`src/rtl/pipe_shifter_pkg.sv`:
```
// Shared definitions for the two-stage pipelined barrel shifter:
// operation encoding and a constant-evaluable clog2.
package pipe_shifter_pkg;

   typedef enum logic [1:0] {
      MODE_SLL = 2'd0,
      MODE_SRL = 2'd1,
      MODE_SRA = 2'd2,
      MODE_ROR = 2'd3
   } mode_e;

   function automatic int clog2(input int value);
      int result;
      int v;
      result = 0;
      v = value - 1;
      while (v > 0) begin
         result = result + 1;
         v = v >> 1;
      end
      return result;
   endfunction

endpackage

```
`src/rtl/pipe_shifter_if.sv`:
```
// Valid/ready operation and result channels of the pipelined shifter.
// The slave modport is the shifter's view; master is the producer/consumer side.
interface pipe_shifter_if
   import pipe_shifter_pkg::*;
#(
   parameter int WIDTH = 32,
   parameter int TAG_W = 5
) ();
   localparam int SHAMT_W = clog2(WIDTH);

   logic               in_valid;
   logic               in_ready;
   logic [WIDTH-1:0]   in_data;
   logic [SHAMT_W-1:0] in_shamt;
   logic [1:0]         in_mode;
   logic [TAG_W-1:0]   in_tag;
   logic               out_valid;
   logic               out_ready;
   logic [WIDTH-1:0]   out_data;
   logic [TAG_W-1:0]   out_tag;

   modport master (
      output in_valid, in_data, in_shamt, in_mode, in_tag, out_ready,
      input  in_ready, out_valid, out_data, out_tag
   );

   modport slave (
      input  in_valid, in_data, in_shamt, in_mode, in_tag, out_ready,
      output in_ready, out_valid, out_data, out_tag
   );
endinterface

```
`src/rtl/pipe_shifter_shift_stage.sv`:
```
// Partial barrel shifter: applies shamt bits BIT_LO..BIT_HI (given as a
// right-aligned slice) as a cascade of fixed power-of-two shifts.
module shift_stage
   import pipe_shifter_pkg::*;
#(
   parameter int WIDTH  = 32,
   parameter int BIT_LO = 0,
   parameter int BIT_HI = 1
) (
   input  logic [WIDTH-1:0]         data_in,
   input  logic [BIT_HI-BIT_LO:0]   shamt,
   input  logic [1:0]               mode,
   input  logic                     sign,
   output logic [WIDTH-1:0]         data_out
);
   localparam int N = BIT_HI - BIT_LO + 1;

   // sign is the original operand MSB, so SRA fills correctly even when
   // data_in is already a partially shifted value.
   function automatic logic [WIDTH-1:0] shift_by(input logic [WIDTH-1:0] d,
                                                 input logic [1:0] m,
                                                 input logic s,
                                                 input int k);
      logic [WIDTH-1:0] fill;
      fill = {WIDTH{s}} & ~({WIDTH{1'b1}} >> k);
      case (m)
         MODE_SLL: return d << k;
         MODE_SRL: return d >> k;
         MODE_SRA: return (d >> k) | fill;
         default:  return (d >> k) | (d << (WIDTH - k));
      endcase
   endfunction

   logic [WIDTH-1:0] acc;

   always_comb begin
      acc = data_in;
      for (int i = 0; i < N; i++) begin
         if (shamt[i]) begin
            acc = shift_by(acc, mode, sign, 1 << (BIT_LO + i));
         end
      end
      data_out = acc;
   end
endmodule

```
`src/rtl/pipe_shifter.sv`:
```
// Two-stage pipelined shifter: S1 applies the low shamt bits, S2 the high
// bits. Valid/ready on both sides, flush drops everything in flight.
module pipe_shifter
   import pipe_shifter_pkg::*;
#(
   parameter int WIDTH = 32,
   parameter int TAG_W = 5
) (
   input  logic           clk,
   input  logic           rst,
   input  logic           flush,
   pipe_shifter_if.slave  bus
);
   localparam int SHAMT_W = clog2(WIDTH);
   localparam int LO_W    = SHAMT_W / 2;
   localparam int HI_W    = SHAMT_W - LO_W;

   logic             s1_valid_reg;
   logic [WIDTH-1:0] s1_data_reg;
   logic [HI_W-1:0]  s1_shamt_reg;
   logic [1:0]       s1_mode_reg;
   logic             s1_sign_reg;
   logic [TAG_W-1:0] s1_tag_reg;

   logic             s2_valid_reg;
   logic [WIDTH-1:0] s2_data_reg;
   logic [TAG_W-1:0] s2_tag_reg;

   logic             s1_adv;
   logic             s2_adv;
   logic             s1_load;
   logic [WIDTH-1:0] s1_data_next;
   logic [WIDTH-1:0] s2_data_next;

   assign s2_adv       = !s2_valid_reg || bus.out_ready;
   assign s1_adv       = !s1_valid_reg || s2_adv;
   assign bus.in_ready = s1_adv && !flush && !rst;
   assign s1_load      = bus.in_valid && bus.in_ready;

   assign bus.out_valid = s2_valid_reg;
   assign bus.out_data  = s2_data_reg;
   assign bus.out_tag   = s2_tag_reg;

   shift_stage #(.WIDTH(WIDTH), .BIT_LO(0), .BIT_HI(LO_W - 1)) u_stage_lo (
      .data_in  (bus.in_data),
      .shamt    (bus.in_shamt[LO_W-1:0]),
      .mode     (bus.in_mode),
      .sign     (bus.in_data[WIDTH-1]),
      .data_out (s1_data_next)
   );

   shift_stage #(.WIDTH(WIDTH), .BIT_LO(LO_W), .BIT_HI(SHAMT_W - 1)) u_stage_hi (
      .data_in  (s1_data_reg),
      .shamt    (s1_shamt_reg),
      .mode     (s1_mode_reg),
      .sign     (s1_sign_reg),
      .data_out (s2_data_next)
   );

   always_ff @(posedge clk) begin
      if (rst) begin
         s1_valid_reg <= 1'b0;
         s2_valid_reg <= 1'b0;
         s2_data_reg  <= '0;
         s2_tag_reg   <= '0;
      end else if (flush) begin
         s1_valid_reg <= 1'b0;
         s2_valid_reg <= 1'b0;
      end else begin
         if (s2_adv) begin
            s2_valid_reg <= s1_valid_reg;
            if (s1_valid_reg) begin
               s2_data_reg <= s2_data_next;
               s2_tag_reg  <= s1_tag_reg;
            end
         end
         if (s1_adv) begin
            s1_valid_reg <= bus.in_valid;
         end
      end
   end

   // s1_load already excludes rst and flush through in_ready.
   always_ff @(posedge clk) begin
      if (s1_load) begin
         s1_data_reg  <= s1_data_next;
         s1_shamt_reg <= bus.in_shamt[SHAMT_W-1:LO_W];
         s1_mode_reg  <= bus.in_mode;
         s1_sign_reg  <= bus.in_data[WIDTH-1];
         s1_tag_reg   <= bus.in_tag;
      end
   end
endmodule

```
`src/flat_wrapper.sv`:
```
// flat-port wrapper written by rule: the top's interface ports become plain ports
module pipe_shifter_flat import pipe_shifter_pkg::*;
#(
   parameter int WIDTH = 32,
   parameter int TAG_W = 5
)
  (clk, rst, flush, bus_in_valid, bus_in_data, bus_in_shamt, bus_in_mode, bus_in_tag, bus_out_ready, bus_in_ready, bus_out_valid, bus_out_data, bus_out_tag);
  pipe_shifter_if #(.WIDTH(WIDTH), .TAG_W(TAG_W)) bus_i ();
  input  logic clk;
  input  logic rst;
  input  logic flush;
  input wire logic [$bits(bus_i.in_valid)-1:0] bus_in_valid;
  input wire logic [$bits(bus_i.in_data)-1:0] bus_in_data;
  input wire logic [$bits(bus_i.in_shamt)-1:0] bus_in_shamt;
  input wire logic [$bits(bus_i.in_mode)-1:0] bus_in_mode;
  input wire logic [$bits(bus_i.in_tag)-1:0] bus_in_tag;
  input wire logic [$bits(bus_i.out_ready)-1:0] bus_out_ready;
  output wire logic [$bits(bus_i.in_ready)-1:0] bus_in_ready;
  output wire logic [$bits(bus_i.out_valid)-1:0] bus_out_valid;
  output wire logic [$bits(bus_i.out_data)-1:0] bus_out_data;
  output wire logic [$bits(bus_i.out_tag)-1:0] bus_out_tag;
  assign bus_i.in_valid = bus_in_valid;
  assign bus_i.in_data = bus_in_data;
  assign bus_i.in_shamt = bus_in_shamt;
  assign bus_i.in_mode = bus_in_mode;
  assign bus_i.in_tag = bus_in_tag;
  assign bus_i.out_ready = bus_out_ready;
  assign bus_in_ready = bus_i.in_ready;
  assign bus_out_valid = bus_i.out_valid;
  assign bus_out_data = bus_i.out_data;
  assign bus_out_tag = bus_i.out_tag;
  pipe_shifter #(.WIDTH(WIDTH), .TAG_W(TAG_W)) u_core (.clk(clk), .rst(rst), .flush(flush), .bus(bus_i));
endmodule
```
`config.mk`:
```
export PLATFORM = sky130hd
export DESIGN_NAME = pipe_shifter_flat
export DESIGN_NICKNAME = d
export VERILOG_FILES = /design/src/rtl/pipe_shifter_pkg.sv /design/src/rtl/pipe_shifter_if.sv /design/src/rtl/pipe_shifter_shift_stage.sv /design/src/rtl/pipe_shifter.sv /design/src/flat_wrapper.sv
export SDC_FILE = /design/constraint.sdc
export NUM_CORES = 1
export LEC_CHECK = 0
export BUFFER_PORTS_ARGS = -buffer_cell sky130_fd_sc_hd__buf_2
export CELL_PAD_IN_SITES_DETAIL_PLACEMENT = 1
export CELL_PAD_IN_SITES_GLOBAL_PLACEMENT = 1
export CORE_ASPECT_RATIO = 1.4
export CORE_MARGIN = 8
export CORE_UTILIZATION = 40
export CTS_CLUSTER_DIAMETER = 40
export DETAILED_ROUTE_END_ITERATION = 10
export PLACE_DENSITY = 0.87
export REMOVE_ABC_BUFFERS = 1
export SETUP_SLACK_MARGIN = 0.1
export SYNTH_ARGS = -nofsm -noshare
export SYNTH_HDL_FRONTEND = slang
export SYNTH_SLANG_ARGS = --single-unit
```
`constraint.sdc`:
```
create_clock -name clk -period 5.4 [get_ports clk]
set_input_delay 1.08 -clock clk [delete_from_list [all_inputs] [get_ports clk]]
set_output_delay 1.08 -clock clk [all_outputs]
set_load 0.1 [all_outputs]
```
==> results of run 1 <==
layout make-up:
cell class,instances,area share
clock buffer,14,0.0436
clock inverter,2,0.00196
inverter,11,0.00588
multi-input combinational,667,0.546
sequential,82,0.295
tap,196,0.0349
timing repair buffer,97,0.0727
routing by layer:
| layer | share of wire | up-vias | GRT usage | routed length (µm) |
|---|---|---|---|---|
| met5 | 0 | - | 0 | 0 |
| met4 | 0.043 | 0 | 0.117 | 932 |
| met3 | 0.044 | 60 | 0.0205 | 946 |
| met2 | 0.49 | 205 | 0.364 | 10600 |
| met1 | 0.42 | 3176 | 0.256 | 9050 |
| li1 | - | 3126 | - | - |
logic make-up after synthesis:
kind of cell,count (synthesis),share of synthesized area
buffers and inverters,87,0.0651
flip-flops,82,0.329
multiplexers,37,0.0631
AND/OR/NAND/NOR,382,0.272
XOR/XNOR,2,0.00278
AO/OA/AOI/OAI,246,0.268
final timing paths:
kind	end	slack, ns
worst min-delay path	u_core.bus.out_tag[1]$_SDFFE_PP0P_	0.46
worst max register to register	u_core.bus.out_data[31]$_SDFFE_PP0P_	2.49
worst max-delay path	bus_in_ready	2.02
worst min register to register	u_core.bus.out_tag[1]$_SDFFE_PP0P_	0.46
metrics by stage:
stage	cell area, µm²	hold slack (ns)	cells	worst slack [ns]	util
after floorplan	5930	0.471	760	0.257	-
after global placement	6700	0.440	1053	2.03	0.431
after detailed placement	6700	0.453	1053	2.02	0.431
after CTS	7020	0.461	1069	2.03	0.452
after global routing	7020	0.475	1069	1.95	0.452
final	7020	0.455	1069	2.02	0.452
where the power goes:
part / switching (mW) / total, mW / internal, mW
Sequential: 0.0324 / 0.723 / 0.690
Clock: 0.246 / 0.639 / 0.393
Combinational: 0.299 / 0.425 / 0.125
worst max-delay path: stages:
cell and delay [ns]:
buf_2 0.35, a211oi_1 0.37, buf_2 0.48
layout by cell type (no fill, tap or decap), types with 3 or more instances in the layout:
master     count
a2111oi_0      3
a2111oi_2      8
a211oi_1      17
a21boi_0       3
a21oi_1       40
a221oi_1      10
a311oi_1      12
a31oi_1       67
a32oi_1        3
and3_1         7
buf_2         87
buf_4         10
clkbuf_16     11
dfxtp_1       39
edfxtp_1      43
inv_1         11
mux2i_1       33
nand2_1      152
nand2b_1      19
nand3_1       19
nand4_1        3
nor2_1       125
nor2b_1        6
nor3_1         8
nor3b_1        4
nor3b_2        3
nor4_1        14
nor4bb_1       3
o211a_1        6
o211ai_1       3
o21a_1         8
o21ai_0       42
o32ai_1        3
or3b_1         6
==> results.md, run 1 <==
* Cts bufs inserted at 9
* Max Slew Vio Count at 0
* Final routed DRC violation total at 0
* Final TNS setup at 0 ns
* Critical path arrival at 2.30 ns
* Register area at 2070 µm²
* Die height at 165 µm
* Pwr dens at between 200 and 300 nW/µm²
* Final Power at 1.79 mW
* Setup violations, final at 0
* Layout cell share with drive strength beyond 1 at 0.156
* Worst path required time at around 4.3 ns
* TritonCTS clock tree: built
* Reg2reg path depth at 7
* N_diodes at 0
* CTS H-tree lvls at 3
* Via/cell ratio at 6.14
* Port bufs at 87
* ANT nets after route at 0
* Ports at 88
* Worst hold path type: reg -> reg
* WL final at 21500 µm
* Cell Area, Synth at ~6300 µm²
* Worst Setup End Kind: primary output
* Die ar. at 20100 µm²
* Row count at 54
* Die Wd at 122 µm
* Fin nets at 917
* Largest net degree at the start of global routing at 68
* Max Freq at around 300 MHz
* CTS Hold Buffers Added at 0
* Ys Warns at 0
* Count leader, synth: nand2_1
* Worst hold path cell count at 2
* Reg2reg start: u_core.s1_mode_reg[1]$_DFFE_PP_
* Resized Gates After CTS at 0
* Gr usage total at 0.213
* Clock Sinks at 82
* Number of synthesized flops with an enable pin at 43
* 1st-iter DRT viols at between 400 and 500
* Final period utilization at 0.626
* Most used DFF post-synth: edfxtp_1
* GP Congestion at 0.895
* Pre-antenna DRT Iters at 5
* Clk slew on worst S/H paths at around 0.060 ns
* Fill cells at 1978
* Number of global-route vias before repair at 6639
* Routed via count at 6567
* Hold path start: u_core.bus.out_tag[1]$_SDFFE_PP0P_
* Min Clock Period, post-route at about 3.4 ns
* Antenna violations before repair at 0
* Synthesized instance count at 836
* Worst Tran Pin Value at around 1.1 ns
* Leak pwr at 2.75 nW
* Footprint of the multi-input gates at roughly 3800 µm²
* Clk buf depth at 2
* Top cells by count, synth: nand2_1 (152), nor2_1 (126), a31oi_1 (67), edfxtp_1 (43), o21ai_0 (42)
* Post-synth ARST share at 0
* Final hold vios at 0
* Worst skew pair latency at 0.34 ns
* RSZ-0062 raised after global routing: false
* Post CTS Setup Buffer Count at 0
* Startpoint Class: input port
* Max-cap viol count at 0
* Peak VDD IR at between 150 and 200 µV
* Cell variety after synth at 65
* Clk root buf: clkbuf_16
* First-pass GRT wire length at 34500 µm
* Core ar. at 15500 µm²
* Yosys top cell by area: edfxtp_1
* Area Overhead vs Synth at 11.4%
* Syn_area_per_cell at 7.54 µm²
* Share of the synthesized area in the top cell type at 0.205
* Routed wire per std cell at 20.1 µm
* Worst Path Max Fanout at 40
* Crit path kind: in -> out
* Flops & latches, synth at 82
* Main area contributors after synthesis: edfxtp_1 (20%), dfxtp_1 (12%), nand2_1 (9.1%), nor2_1 (7.5%), a31oi_1 (6.6%)
* Initial Utilization at 0.406
* DP HPWL at 15600 µm
* GRT Residual Overflow at 0
* Seq/Total Area, Yosys at 0.329
* Worst setup startpoint: rst
* Worst slew margin at 0.275
* Status: finished clean
* Max Clock Skew at 0.00771 ns
Note: power is estimated with default switching activity, not from simulation.
==> inputs of run 2 (changes only) <==
--- a/config.mk
+++ b/config.mk
@@ -10,10 +10,10 @@
 export CELL_PAD_IN_SITES_GLOBAL_PLACEMENT = 1
 export CORE_ASPECT_RATIO = 1.4
 export CORE_MARGIN = 8
-export CORE_UTILIZATION = 40
+export CORE_UTILIZATION = 39
 export CTS_CLUSTER_DIAMETER = 40
 export DETAILED_ROUTE_END_ITERATION = 10
-export PLACE_DENSITY = 0.87
+export PLACE_DENSITY = 0.88
 export REMOVE_ABC_BUFFERS = 1
 export SETUP_SLACK_MARGIN = 0.1
 export SYNTH_ARGS = -nofsm -noshare
==> constraint.sdc (replaced) <==
create_clock -name clk -period 3 [get_ports clk]
set_input_delay 0.6 -clock clk [delete_from_list [all_inputs] [get_ports clk]]
set_output_delay 0.6 -clock clk [all_outputs]
set_load 0.1 [all_outputs]
==> results.md, run 2 (synthesized netlist as in run 1, its figures left out) <==
* 1st-iter DRT viols at 486
* Fin cells at 1095
* Max-cap viol count at 0
* Worst path required time at between 3 and 4 ns
* Reg2reg start: u_core.s1_mode_reg[0]$_DFFE_PP_
* Via/cell ratio at ~6.1
* Ports at a little under 90
* Row count at 55
* Worst skew pair latency at 0.36 ns
* Worst Setup End Kind: flop
* Final routed DRC violation total at 0
* Final hold vios at 0
* Most frequent cells in the layout: nand2_1 (152), nor2_1 (125), buf_2 (87), a31oi_1 (67), edfxtp_1 (43)
* Worst Path Max Fanout at 17
* Port bufs at between 80 and 90
* DP HPWL at between 15000 and 20000 µm
* Routed via count at 6715
* Startpoint Class: flop
* GRT Residual Overflow at 0
* Pwr dens at 452 nW/µm²
* Max Freq at 409 MHz
* WHS Endpoint: u_core.s1_shamt_reg[0]$_DFFE_PP_
* Global Route met1 Usage at 0.254
* Status: finished clean
* Final TNS setup at 0 ns
* Reg2reg path depth at 5
* Top Usage Layer GRT: met2
* ANT nets after route at 0
* Worst slew margin at 0.430
* Max Clock Skew at between 0.008 and 0.009 ns
* Placed cells at between 1000 and 1500
* Leak pwr at 2.86 nW
* Initial Utilization at 0.395
* Fill cells at between 2000 and 2500
* Clk root buf: clkbuf_16
* Crit path kind: reg -> reg
* Area Overhead vs Synth at 14.3%
* Worst hold path type: in -> reg
* Clk slew on worst S/H paths at 0.07 ns
* CTS Hold Buffers Added at 0
* Setup violations, final at 0
* Hold path start: bus_in_shamt[2]
* RSZ-0062 raised after global routing: false
* Layout cell share with drive strength beyond 1 at 0.179
* Max Slew Vio Count at 0
* Pre-antenna DRT Iters at 5
* Layout Utilization at 0.451
* Finished Cell Area at 7210 µm²
* Met3 Track Usage GR at 0.0294
* Worst R2R Setup Slack at between 0.5 and 0.6 ns
* Core ar. at 16000 µm²
* Largest net degree at the start of global routing at 47
* GP Congestion at 0.889
* Die Wd at 123 µm
* Most common cell after layout, fill and taps aside: nand2_1
* WL final at 22600 µm
* Routed wire per std cell at about 21 µm
* Worst Tran Pin Value at 0.844 ns
* Worst hold path cell count at 1
* Die ar. at 20500 µm²
* Worst R2R End: u_core.bus.out_data[19]$_SDFFE_PP0P_
* CTS H-tree lvls at 3
* Min Clock Period, post-route at 2.44 ns
* Resized Gates After CTS at 0
* Clk buf depth at 2
* Critical path arrival at approximately 2.7 ns
* DP Area at 6890 µm²
* Post CTS Setup Buffer Count at 0
* Gr usage total at 0.220
* Clock Sinks at 82
* Die height at 166 µm
* Final period utilization at 0.814
* Antenna violations before repair at 0
* TritonCTS clock tree: built
* Peak VDD IR at 308 µV
* Fin nets at 940
* Grt met2 use at 0.380
* First-pass GRT wire length at 36300 µm
* Cts bufs inserted at 9
* Number of global-route vias before repair at 6923
* N_diodes at 0
## run 2: worst max path at each step
stage / from / end / slack, ns / cells after the start
detailed placement: bus_in_mode[1] / u_core.s1_data_reg[5]$_DFFE_PP_ / 0.49 / 7
finish: u_core.s1_mode_reg[0]$_DFFE_PP_ / u_core.bus.out_data[19]$_SDFFE_PP0P_ / 0.56 / 5
global route: u_core.s1_mode_reg[0]$_DFFE_PP_ / u_core.bus.out_data[25]$_SDFFE_PP0P_ / 0.36 / 5
global placement: bus_in_mode[0] / u_core.s1_data_reg[5]$_DFFE_PP_ / 0.52 / 7
CTS: u_core.s1_mode_reg[0]$_DFFE_PP_ / u_core.bus.out_data[19]$_SDFFE_PP0P_ / 0.58 / 5
floorplan: u_core.bus.out_valid$_SDFFE_PP0P_ / u_core.s1_data_reg[0]$_DFFE_PP_ / -1.95 / 3
## run 2: area by class of cell
type                       count  area [µm²]  area share
clock buffer                  10         250      0.0347
clock inverter                 6        62.6     0.00868
inverter                      11        41.3     0.00573
multi-input combinational    667        3830       0.532
sequential                    82        2070       0.288
tap                          199         249      0.0346
timing repair buffer         120         696      0.0965
## run 2: critical path, cell delays in order, from the launching register on
cell      delay (ns)
edfxtp_1        0.61
nand2b_1        0.30
o21ai_2         0.37
or2_1           0.50
o21bai_1        0.24
nor4_1          0.31
## run 2: metrics by stage
stage               worst slack (ns)  hold slack [ns]  power [mW]
floorplan                      -1.95            0.471        1.82
global placement               0.522            0.438        2.08
CTS                            0.576            0.413        3.27
detailed placement             0.495            0.447        2.11
global route                   0.362            0.409        3.38
finish                         0.557            0.416        3.26
## run 2: report_power, final
part	internal [mW]	switching (mW)
logic	0.245	0.543
clock network	0.694	0.471
registers	1.24	0.0658
## run 2: per-layer routing
layer	wire length, µm	vias to the layer above	part of all wire
li1	-	3177	-
met1	9070	3247	0.40
met2	11400	235	0.50
met3	1240	56	0.055
met4	906	0	0.040
met5	0	-	0
==> inputs of run 3 (changes only) <==
==> constraint.sdc (replaced) <==
create_clock -name clk -period 2 [get_ports clk]
set_input_delay 0.4 -clock clk [delete_from_list [all_inputs] [get_ports clk]]
set_output_delay 0.4 -clock clk [all_outputs]
set_load 0.1 [all_outputs]
==> results.md, run 3 (synthesized netlist as in run 1, its figures left out) <==
* Max Slew Vio Count at 0
* Gr usage total at 0.252
* N_diodes at 0
* Final period utilization at 1.22
* Die height at 166 µm
* 1st-iter DRT viols at 710
* Clock Sinks at 82
* Core ar. at 16000 µm²
* Worst hold path type: in -> reg
* DP Area at 7440 µm²
* Final TNS setup at -5.16 ns
* DP HPWL at 18400 µm
* Die Wd at 123 µm
* Die ar. at 20500 µm²
* GRT Residual Overflow at 0
* Port bufs at 87
* Pre-antenna DRT Iters at 5
* TritonCTS clock tree: built
* Min Clock Period, post-route at 2.44 ns
* Peak VDD IR at roughly 540 µV
* Worst slew margin at 0.556
* Setup violations, final at 30
* Leak pwr at about 3.7 nW
* Status: finished, violations left
* Area Overhead vs Synth at 44.9%
* Most common cell after layout, fill and taps aside: nand2_1
* Max Freq at approximately 410 MHz
* Crit path kind: reg -> reg
* Max-cap viol count at 0
* Pwr dens at 609 nW/µm²
* Most frequent cells in the layout: nand2_1 (149), nor2_1 (121), buf_4 (104), buf_2 (87), a31oi_1 (50)
* RSZ-0062 raised after global routing: true
* Clk root buf: clkbuf_16
* Clk buf depth at 2
* Clk slew on worst S/H paths at 0.07 ns
* Initial Utilization at 0.395
* Row count at 55
* Antenna violations before repair at 0
* Ports at approximately 90
* CTS H-tree lvls at 3
* Failing checks: negative setup slack
* ANT nets after route at 0
* Pre-CTS setup slack at -0.182 ns
* Worst Path Max Fanout at 10
* Layout Utilization at 0.572
* Max Clock Skew at between 0.007 and 0.008 ns
* Via/cell ratio at approximately 6.7
* GP Congestion at 0.910
* Final worst slack at -0.443 ns
* Worst skew pair latency at 0.35 ns
* Worst path required time at 2.21 ns
* Largest net degree at the start of global routing at 47
* Final routed DRC violation total at 0
* Finished Cell Area at 9140 µm²
* Final hold vios at 0
* Critical path arrival at 2.66 ns
* Routed via count at 8027
* Worst Tran Pin Value at 0.662 ns
* Number of global-route vias before repair at 7748
* WL final at 33500 µm
* Fin nets at 1043
* Layout cell share with drive strength beyond 1 at 0.366
* Startpoint Class: flop
* Cts bufs inserted at 9
* Worst Setup End Kind: flop
* Routed wire per std cell at 28.0 µm
* First-pass GRT wire length at slightly above 40000 µm
## run 3: where the power goes
part	internal, mW	switching [mW]	leakage, nW
logic	0.639	1.11	2.78
registers	1.86	0.110	0.716
clock network	1.12	0.724	0.164
## run 3: final timing paths
check,start,end,slack (ns),cells past startpoint
worst max-delay path,u_core.s1_mode_reg[0]$_DFFE_PP_,u_core.bus.out_data[23]$_SDFFE_PP0P_,-0.44,5
worst min-delay path,bus_in_tag[1],u_core.s1_tag_reg[1]$_DFFE_PP_,0.22,1
worst max register to register,u_core.s1_mode_reg[0]$_DFFE_PP_,u_core.bus.out_data[23]$_SDFFE_PP0P_,-0.44,5
worst min register to register,u_core.bus.out_tag[1]$_SDFFE_PP0P_,u_core.bus.out_tag[1]$_SDFFE_PP0P_,0.46,2
## run 3: critical path: stages, from the launching register on
cell and delay, ns:
edfxtp_1 0.54, buf_4 0.22, bufbuf_16 0.30, and3_1 0.49
a221oi_1 0.26, a2111oi_2 0.48
## run 3: area by class of cell
type	count	area, µm²
well taps	199	249
repair buffers	223	1810
clock inverters	3	43.8
fillers	1865	6830
inverters	11	41.3
clock buffers	13	283
multi-input cells	667	4630
flip-flops and latches	82	2070
## run 3: timing repair
action                                  in CTS  in global routing
hold buffers                                 0                  0
gates resized for setup                     84                 94
gates cloned                                 2                  5
endpoints found under the setup margin      32                 33
buffers inserted                             9                 31
pin swaps                                   21                 35
## run 3: metrics by stage
step	power, mW	hold WS (ns)	instances
CTS	5.19	0.223	1162
floorplan	2.73	0.469	760
global route	5.70	0.217	1198
detailed placement	3.28	0.451	1135
finish	5.56	0.223	1198
global placement	3.24	0.439	1135
## run 3: metal layers
metal  wire length (µm)  global-route usage  vias up
li1                   -                   -     3376
met1              11600               0.272     3869
met5                  0                   0        -
met4               2760               0.166        0
met2              16500               0.439      562
met3               2700              0.0413      220
